===== src/rtl/seq_divider.sv =====
// Sequential restoring divider: 2N-bit dividend / N-bit divisor, one quotient bit per clock.
// Start/busy/done handshake; a zero divisor completes without entering RUN and raises dbz.
module seq_divider #(
    parameter int N = 4
) (
    input  logic             clk,
    input  logic             rst,
    input  logic             start,
    input  logic [2*N-1:0]   dividend,
    input  logic [N-1:0]     divisor,
    output logic             busy,
    output logic             done,
    output logic [2*N-1:0]   quotient,
    output logic [N-1:0]     remainder,
    output logic             dbz
);

    localparam int CW = $clog2(2 * N);

    typedef enum logic {
        IDLE,
        RUN
    } state_t;

    state_t           state_q, state_d;
    logic [2*N-1:0]   dvd_q, dvd_d;
    logic [N-1:0]     dvs_q, dvs_d;
    logic [N:0]       rem_q, rem_d;
    logic [2*N-1:0]   acc_q, acc_d;
    logic [CW-1:0]    cnt_q, cnt_d;
    logic             zpend_q, zpend_d;
    logic             busy_q, busy_d;
    logic             done_q, done_d;
    logic [2*N-1:0]   quotient_q, quotient_d;
    logic [N-1:0]     remainder_q, remainder_d;
    logic             dbz_q, dbz_d;

    logic [N:0]       r_shift;
    logic [N:0]       r_sub;
    logic             q_bit;
    logic [N:0]       r_next;
    logic [2*N-1:0]   acc_next;

    // One restoring step: shift in the next dividend bit, subtract if it fits.
    always_comb begin
        r_shift  = {rem_q[N-1:0], dvd_q[2*N-1]};
        r_sub    = r_shift - {1'b0, dvs_q};
        q_bit    = (r_shift >= {1'b0, dvs_q});
        r_next   = q_bit ? r_sub : r_shift;
        acc_next = {acc_q[2*N-2:0], q_bit};
    end

    always_comb begin
        state_d     = state_q;
        dvd_d       = dvd_q;
        dvs_d       = dvs_q;
        rem_d       = rem_q;
        acc_d       = acc_q;
        cnt_d       = cnt_q;
        zpend_d     = 1'b0;
        busy_d      = busy_q;
        done_d      = 1'b0;
        quotient_d  = quotient_q;
        remainder_d = remainder_q;
        dbz_d       = dbz_q;

        case (state_q)
            IDLE: begin
                if (zpend_q) begin
                    // Zero divisor seen last edge: report a saturated result now.
                    done_d      = 1'b1;
                    dbz_d       = 1'b1;
                    quotient_d  = '1;
                    remainder_d = '0;
                end else if (start) begin
                    if (divisor != '0) begin
                        dvd_d   = dividend;
                        dvs_d   = divisor;
                        rem_d   = '0;
                        acc_d   = '0;
                        cnt_d   = '0;
                        busy_d  = 1'b1;
                        state_d = RUN;
                    end else begin
                        zpend_d = 1'b1;
                    end
                end
            end
            RUN: begin
                rem_d = r_next;
                dvd_d = {dvd_q[2*N-2:0], 1'b0};
                acc_d = acc_next;
                cnt_d = cnt_q + 1'b1;
                if (cnt_q == CW'(2 * N - 1)) begin
                    quotient_d  = acc_next;
                    remainder_d = r_next[N-1:0];
                    done_d      = 1'b1;
                    dbz_d       = 1'b0;
                    busy_d      = 1'b0;
                    state_d     = IDLE;
                end
            end
            default: state_d = IDLE;
        endcase
    end

    always_ff @(posedge clk) begin
        if (rst) begin
            state_q     <= IDLE;
            dvd_q       <= '0;
            dvs_q       <= '0;
            rem_q       <= '0;
            acc_q       <= '0;
            cnt_q       <= '0;
            zpend_q     <= 1'b0;
            busy_q      <= 1'b0;
            done_q      <= 1'b0;
            quotient_q  <= '0;
            remainder_q <= '0;
            dbz_q       <= 1'b0;
        end else begin
            state_q     <= state_d;
            dvd_q       <= dvd_d;
            dvs_q       <= dvs_d;
            rem_q       <= rem_d;
            acc_q       <= acc_d;
            cnt_q       <= cnt_d;
            zpend_q     <= zpend_d;
            busy_q      <= busy_d;
            done_q      <= done_d;
            quotient_q  <= quotient_d;
            remainder_q <= remainder_d;
            dbz_q       <= dbz_d;
        end
    end

    assign busy      = busy_q;
    assign done      = done_q;
    assign quotient  = quotient_q;
    assign remainder = remainder_q;
    assign dbz       = dbz_q;

endmodule


===== config.mk =====
export PLATFORM = sky130hd
export DESIGN_NAME = seq_divider
export DESIGN_NICKNAME = d
export VERILOG_FILES = /design/src/rtl/seq_divider.sv
export SDC_FILE = /design/constraint.sdc
export NUM_CORES = 1
export LEC_CHECK = 0
export ABC_CLOCK_PERIOD_IN_PS = 2000
export CORE_UTILIZATION = 50
export CTS_CLUSTER_SIZE = 40
export DETAILED_ROUTE_END_ITERATION = 7
export PLACE_DENSITY = 0.86
export REMOVE_ABC_BUFFERS = 1
export SKIP_CTS_REPAIR_TIMING = 1
export SLEW_MARGIN = 20
export SYNTH_ARGS = -nofsm -noshare
export SYNTH_HDL_FRONTEND = slang
export SYNTH_SLANG_ARGS = --single-unit

===== constraint.sdc =====
create_clock -name clk -period 2 [get_ports clk]
set_input_delay 0.2 -clock clk [delete_from_list [all_inputs] [get_ports clk]]
set_output_delay 0.2 -clock clk [all_outputs]
set_load 0.01 [all_outputs]

# Word level (Yosys, flattened, before mapping)

Cells that the tools add are included.

Bits in registers: 43
Bits in latches: 0
Memory bits (writable): 0
Bits in read-only memories: 0
Bits of input ports: 15
Output and inout port bits: 15
Logic and storage cells: 69
Memories: 0

Add/subtract/negate cells: 2
Multipliers: 0
Div/mod/pow operators: 0
Magnitude comparators: 1
Equality and inequality tests: 6
Shifts and indexed selects: 0
Muxes and demuxes: 39
Bitwise operators: 3
Reductions and logical operators: 6

Operator list:

| cell                  | count |
|---|---|
| $mux W8               | 5 |
| $pmux W8 S2           | 2 |
| $mux W4               | 6 |
| $mux W7               | 3 |
| $pmux W4 S2           | 2 |
| $pmux W7 S2           | 1 |
| $mux W1               | 12 |
| $mux W3               | 3 |
| $ne A2 B2 Y1 const B  | 4 |
| $pmux W1 S2           | 4 |
| $reduce_and A4 Y1     | 2 |
| $pmux W3 S2           | 1 |
| $ge A5 B4 Y1          | 1 |
| $reduce_bool A4 Y1    | 1 |
| $reduce_or A4 Y1      | 1 |
| $sub A4 B4 Y4         | 1 |
| $add A3 B1 Y3 const B | 1 |
| $eq A3 B3 Y1 const B  | 1 |
| $not A1 Y1            | 3 |
| $reduce_and A3 Y1     | 1 |
| $ne A2 B1 Y1 const B  | 1 |
| $reduce_and A2 Y1     | 1 |

# Depth between registers and ports, before layout

Gate-level depths: netlist (run 1).

Word-level depth: 5
Gate-level depth with buffers: 6
Depth with buffers taken out: 6

# Worst setup path after synthesis (run 1)

Ideal clock, no wire load.

Path kind: register -> register
From: reg dvs_q[2]
To: reg rem_q[1]
Library setup time: 0.087 ns
Arrival: 1.555 ns
Required time: 1.913 ns
Path slack: 0.358 ns
Cell stages (with the launch flop): 7
Buffers on the path: 0
Clock period less this slack: 1.642 ns
Cell sequence: dfxtp_1 > inv_1 > ha_1 > or2_2 > a21o_1 > and3_1 > o31ai_1

Longest elaborated chain between the ends: 3

RTL lines:

| what                   | RTL line | text |
|---|---|---|
| start, declared        | 27       | `logic [N-1:0] dvs_q, dvs_d;` |
| start signal, assigned | 124      | `dvs_q <= dvs_d;` |
| $ge A5 B4 Y1           | 48       | `q_bit = (r_shift >= {1'b0, dvs_q});` |
| $mux W4                | 49       | `r_next = q_bit ? r_sub : r_shift;` |
| $pmux W4 S2            | 67       | `case (state_q)` |
| end signal, assigned   | 125      | `rem_q <= rem_d;` |
| end, declared          | 28       | `logic [N:0] rem_q, rem_d;` |

No other way between the ends.
A chain may end at the register's enable or synchronous reset.

# Final worst setup path (run 1)

From: reg dvs_q[2]
To: reg rem_q[0]

Same word-level chain as after synthesis.

==> impl_metrics.ini, run 1 <==
[logic_synthesis]
synth_top_area_share_pct = 45.6
post-synth-top-count-cell = dfxtp_1
synth_edf_count = 0
syn_inst = 213
synthesis.area_um2 = 1890
yosysSeqAreaShare_pct = 45.6
synth_warnings = 0
ys_top_cells_by_area = dfxtp_1, mux2i_1, nor2_1
ys_ff_latch = 43
ys_top_cells_by_count = dfxtp_1, nor2_1, a21oi_1
synthArstFlopShare_pct = 0
yosys.area.top_type = dfxtp_1
avgSynthCellArea_um2 = 8.86
yosys_most_used_dff = dfxtp_1
synth.distinct_cells = 41

[sta]
whs_ns = 0.457
slew_headroom_pct = 67.7
skew_ns = 0.00926
worstMarginPinSlew_ns = 0.483
fin_crit_sh_pct = 90.2
slew_viol_final = 0
fmax_mhz = 555
tns_ns = 0
hold_viol = 0
rsz0062_at_grt = false
setup_viol = 0
setup_ws_ns = 0.197
fin_crit_ns = 1.80

[die]
fp.coreArea_um2 = 3470
die_h_um = 63.4
initial_core_util_pct = 54.4
fp.dieW_um = 63.4
rows = 21
io_pins = 30
die_area_um2 = 4020

[layout]
n_antenna_cell = 0
fin_util_pct = 67.5
finalNetCount = 270
drive_above_1_share_pct = 9.64
area_growth_pct = 24.0

[grt]
grt_overflow = 0
grt_pass1_vias = 1500
antenna_found_initial = 0
track_usage_pct = 21.3
grt_pass1_wl_um = 6560
grt_max_degree = 39

[power]
peakVddDrop_mv = 0.431
total_power_uw = 1780
p_leak_uw = 0.000909
powerDensity_nw_per_um2 = 762

[critical_path]
end_kind = flip-flop
cp-startpoint = dvs_q[2]$_SDFFE_PP0P_
worstSetupStartpointType = flip-flop
critPathRequiredTime_ns = 2.21
path_class = flip-flop to flip-flop
arrival_ns = 2.01
r2r-start = dvs_q[2]$_SDFFE_PP0P_
worst-path-max-fanout = 7

[clock_tree]
cts-root-buf = clkbuf_8
clock-sinks = 43
clk_path_buf_depth = 2
h-tree-depth = 2
clk_pin_slew_ns = 0.07
cts_buffers = 5
cts_tree = built
clock_latency_ns = 0.30

[placed_design]
post-place-ws_ns = 0.0241
numPortBuffers = 29
dp_hpwl_um = 2800
gp_congestion = 0.903

[routing]
wl_um = 3860
routed_via_density = 5.54
first_pass_iters = 4
routed-via-count = 1633
drt_iter0_markers = 104
drcViolationCount = 0
wl_per_cell_um = 13.1
drtAntennaViolNets = 0

[flow_run]
maxCapViolCount = 0

[hold_path]
min_from = remainder[0]$_SDFFE_PP0P_
hp-class = flip-flop to flip-flop

[outcome]
status = completed
==> worst max-delay path, stage by stage, from the launching register on <==
cell and delay, ns:
dfxtp_1 0.33, inv_1 0.05, ha_1 0.31, or2_2 0.31, a21o_1 0.27, and3_1 0.23, o31ai_1 0.22
==> per-stage QoR <==
stage	instance area, um^2	instances
after detailed placement	2260	287
after global placement	2260	287
after global routing	2340	295
after floorplan	1820	201
final	2340	295
after CTS	2340	295
==> flip-flops by register name, summed over array words and instances (netlist names) <==
signal	flops
acc_q	7
busy	1
cnt_q	3
dbz	1
done	1
dvd_q	8
dvs_q	4
quotient	8
rem_q	4
remainder	4
state_q	1
zpend_q	1
==> worst paths after layout <==
check,end,slack (ns),depth (start not counted)
worst min register to register,remainder[0]$_SDFFE_PP0P_,0.46,2
worst min-delay path,remainder[0]$_SDFFE_PP0P_,0.46,2
worst max register to register,rem_q[0]$_SDFFE_PP0P_,0.20,6
worst max-delay path,rem_q[0]$_SDFFE_PP0P_,0.20,6
==> cell type report <==
type,count,area [um^2]
Clock buffer,7,76.3
Clock inverter,1,5.00
Fill cell,303,1130
Inverter,8,30.0
Multi-Input combinational cell,150,925
Sequential cell,43,861
Tap cell,46,57.6
Timing Repair Buffer,40,385
==> layout by cell type (no fill, tap or decap), drive strengths merged, types with 2 or more instances in the layout <==
cell type	Yosys	layout
and3	2	2
nor2	28	28
o41ai	2	2
nand2	14	14
nand2b	4	4
buf	4	11
nand3	17	17
o31ai	4	4
ha	6	6
dfxtp	43	43
or4	3	3
or2	2	2
nor3b	2	2
mux2i	11	11
nor2b	4	4
clkdlybuf4s50	0	29
nor4	2	2
a211oi	7	7
or3	2	2
clkinv	1	2
a21oi	18	18
o21ai	4	4
clkbuf	8	7
nor3	7	7
inv	7	7
==> report_power, final <==
group	leakage, uW	internal (uW)	switching, uW
clock	0.0000422	245	281
sequential	0.000350	896	27.1
combinational	0.000517	152	182
==> layer usage <==
| metal | global-route usage [%] | up-vias | wire (um) |
|---|---|---|---|
| met1 | 26.6 | 765 | 1800 |
| met4 | 10.8 | 0 | 82 |
| met2 | 32.6 | 47 | 1770 |
| met5 | 0 | - | 0 |
| li1 | - | 815 | - |
| met3 | 6.70 | 6 | 203 |
==> cell families after synthesis <==
logic type	after synthesis	synth area share, %
compound gates	41	13.7
xor+xnor	1	0.464
fa+ha+maj	7	5.04
buf+inv	20	5.37
flops	43	45.6
mux	12	6.43
simple gates	89	23.4
No activity file was read; power rests on OpenSTA's default activity.
==> run 2, diff against run 1 <==
Settings changed: CORE_UTILIZATION 50 to 25, PLACE_DENSITY 0.86 to 0.54.
==> impl_metrics.ini, run 2 (synthesized netlist as in run 1, its figures left out) <==
[grt]
grt_overflow = 0
antenna_found_initial = 0
track_usage_pct = 11.5
grt_pass1_vias = 1419
grt_max_degree = 26
grt_pass1_wl_um = 6890

[critical_path]
end_kind = flip-flop
worst-path-max-fanout = 7
worstSetupStartpointType = flip-flop
arrival_ns = 2.07
path_class = flip-flop to flip-flop
critPathRequiredTime_ns = 2.20

[placed_design]
dpl-instance-area_um2 = 2290
dp_cells = 336
gp_congestion = 0.768
numPortBuffers = 29
dp_hpwl_um = 2980

[flow_run]
maxCapViolCount = 0

[sta]
setup_viol = 0
fmax_mhz = 534
slew_viol_final = 0
rsz0062_at_grt = false
hold_viol = 0
worstMarginPinSlew_ns = 0.491
slew_headroom_pct = 67.1
tns_ns = 0
skew_ns = 0.00794
fin_crit_sh_pct = 93.6
fin_crit_ns = 1.87

[die]
io_pins = 30
fp.coreArea_um2 = 7290
fp.dieW_um = 88.9
die_area_um2 = 7900
die_h_um = 88.9
initial_core_util_pct = 25.9
rows = 31

[clock_tree]
clk_pin_slew_ns = 0.08
cts-root-buf = clkbuf_8
clock-sinks = 43
clock_latency_ns = 0.29
cts_tree = built
h-tree-depth = 2
clk_path_buf_depth = 2
cts_buffers = 5

[routing]
routed_via_density = 4.52
drt_iter0_markers = 79
first_pass_iters = 4
wl_per_cell_um = 12.4
drcViolationCount = 0
wl_um = 4250
drtAntennaViolNets = 0
routed-via-count = 1555

[layout]
area_growth_pct = 28.4
final_common_cell = dfxtp_1
final_area_um2 = 2420
n_antenna_cell = 0
drive_above_1_share_pct = 9.80
finalNetCount = 266
mostFrequentLayoutCells = dfxtp_1, clkdlybuf4s50_1, nor2_1
fill_cells = 791
layoutNonFillerInstCount = 344

[power]
powerDensity_nw_per_um2 = 812
p_leak_uw = 0.000911
total_power_uw = 1970
peakVddDrop_mv = 0.259

[hold_path]
hp-class = flip-flop to flip-flop

[outcome]
status = completed
-- run 2: changes by cell type in the layout (fill, tap and decap cells not counted) --
cell and change:
buf_4 -4, clkbuf_1 -2, bufinv_16 +1, clkbuf_8 +1, nor4_1 -1, nor4_2 +1, o21ai_1 -1, o21ai_2 +1
-- run 2: power breakdown --
part	total (uW)	internal (uW)	switching [uW]
registers	928	896	32.8
clock network	702	404	298
logic	336	149	186
-- run 2: cell type report --
type,count,area [um^2],share of cell area (%)
clock inverter,2,35.0,1.45
clock buffer,6,82.6,3.41
timing repair buffer,36,355,14.7
tap,99,124,5.11
inverter,8,30.0,1.24
multi-input combinational,150,935,38.6
sequential,43,861,35.5
-- run 2: per-layer routing --
metal,routed length (um),vias up,part of all wire [%],track usage [%]
met4,55,0,1.3,3.96
met1,2110,713,50,15.1
met2,1900,26,45,17.7
met3,189,6,4.4,3.92
li1,-,810,-,-
met5,0,-,0,0
-- run 2: critical path, cell delays in order (launching register included) --
cell and delay (ns):
dfxtp_1 0.34, inv_1 0.05, ha_1 0.31, or2_2 0.31
a21o_1 0.26, and3_1 0.24, o31ai_1 0.27
-- run 2: worst paths after layout --
check                           slack (ns)               endpoint                   from  cells after the start
worst max-delay path                  0.13  rem_q[1]$_SDFFE_PP0P_  dvs_q[2]$_SDFFE_PP0P_                      6
worst min-delay path                  0.47  acc_q[6]$_SDFFE_PP0P_  acc_q[6]$_SDFFE_PP0P_                      2
worst max register to register        0.13  rem_q[1]$_SDFFE_PP0P_  dvs_q[2]$_SDFFE_PP0P_                      6
worst min register to register        0.47  acc_q[6]$_SDFFE_PP0P_  acc_q[6]$_SDFFE_PP0P_                      2
-- run 2: metrics by stage --
step | hold WS, ns | setup slack, ns | utilization [%]
finish | 0.468 | 0.127 | 33.2
global route | 0.489 | 0.0182 | 33.2
CTS | 0.470 | 0.133 | 33.1
detailed placement | 0.455 | 0.102 | 31.5
global placement | 0.451 | 0.128 | 31.5
floorplan | 0.269 | 0.116 | -
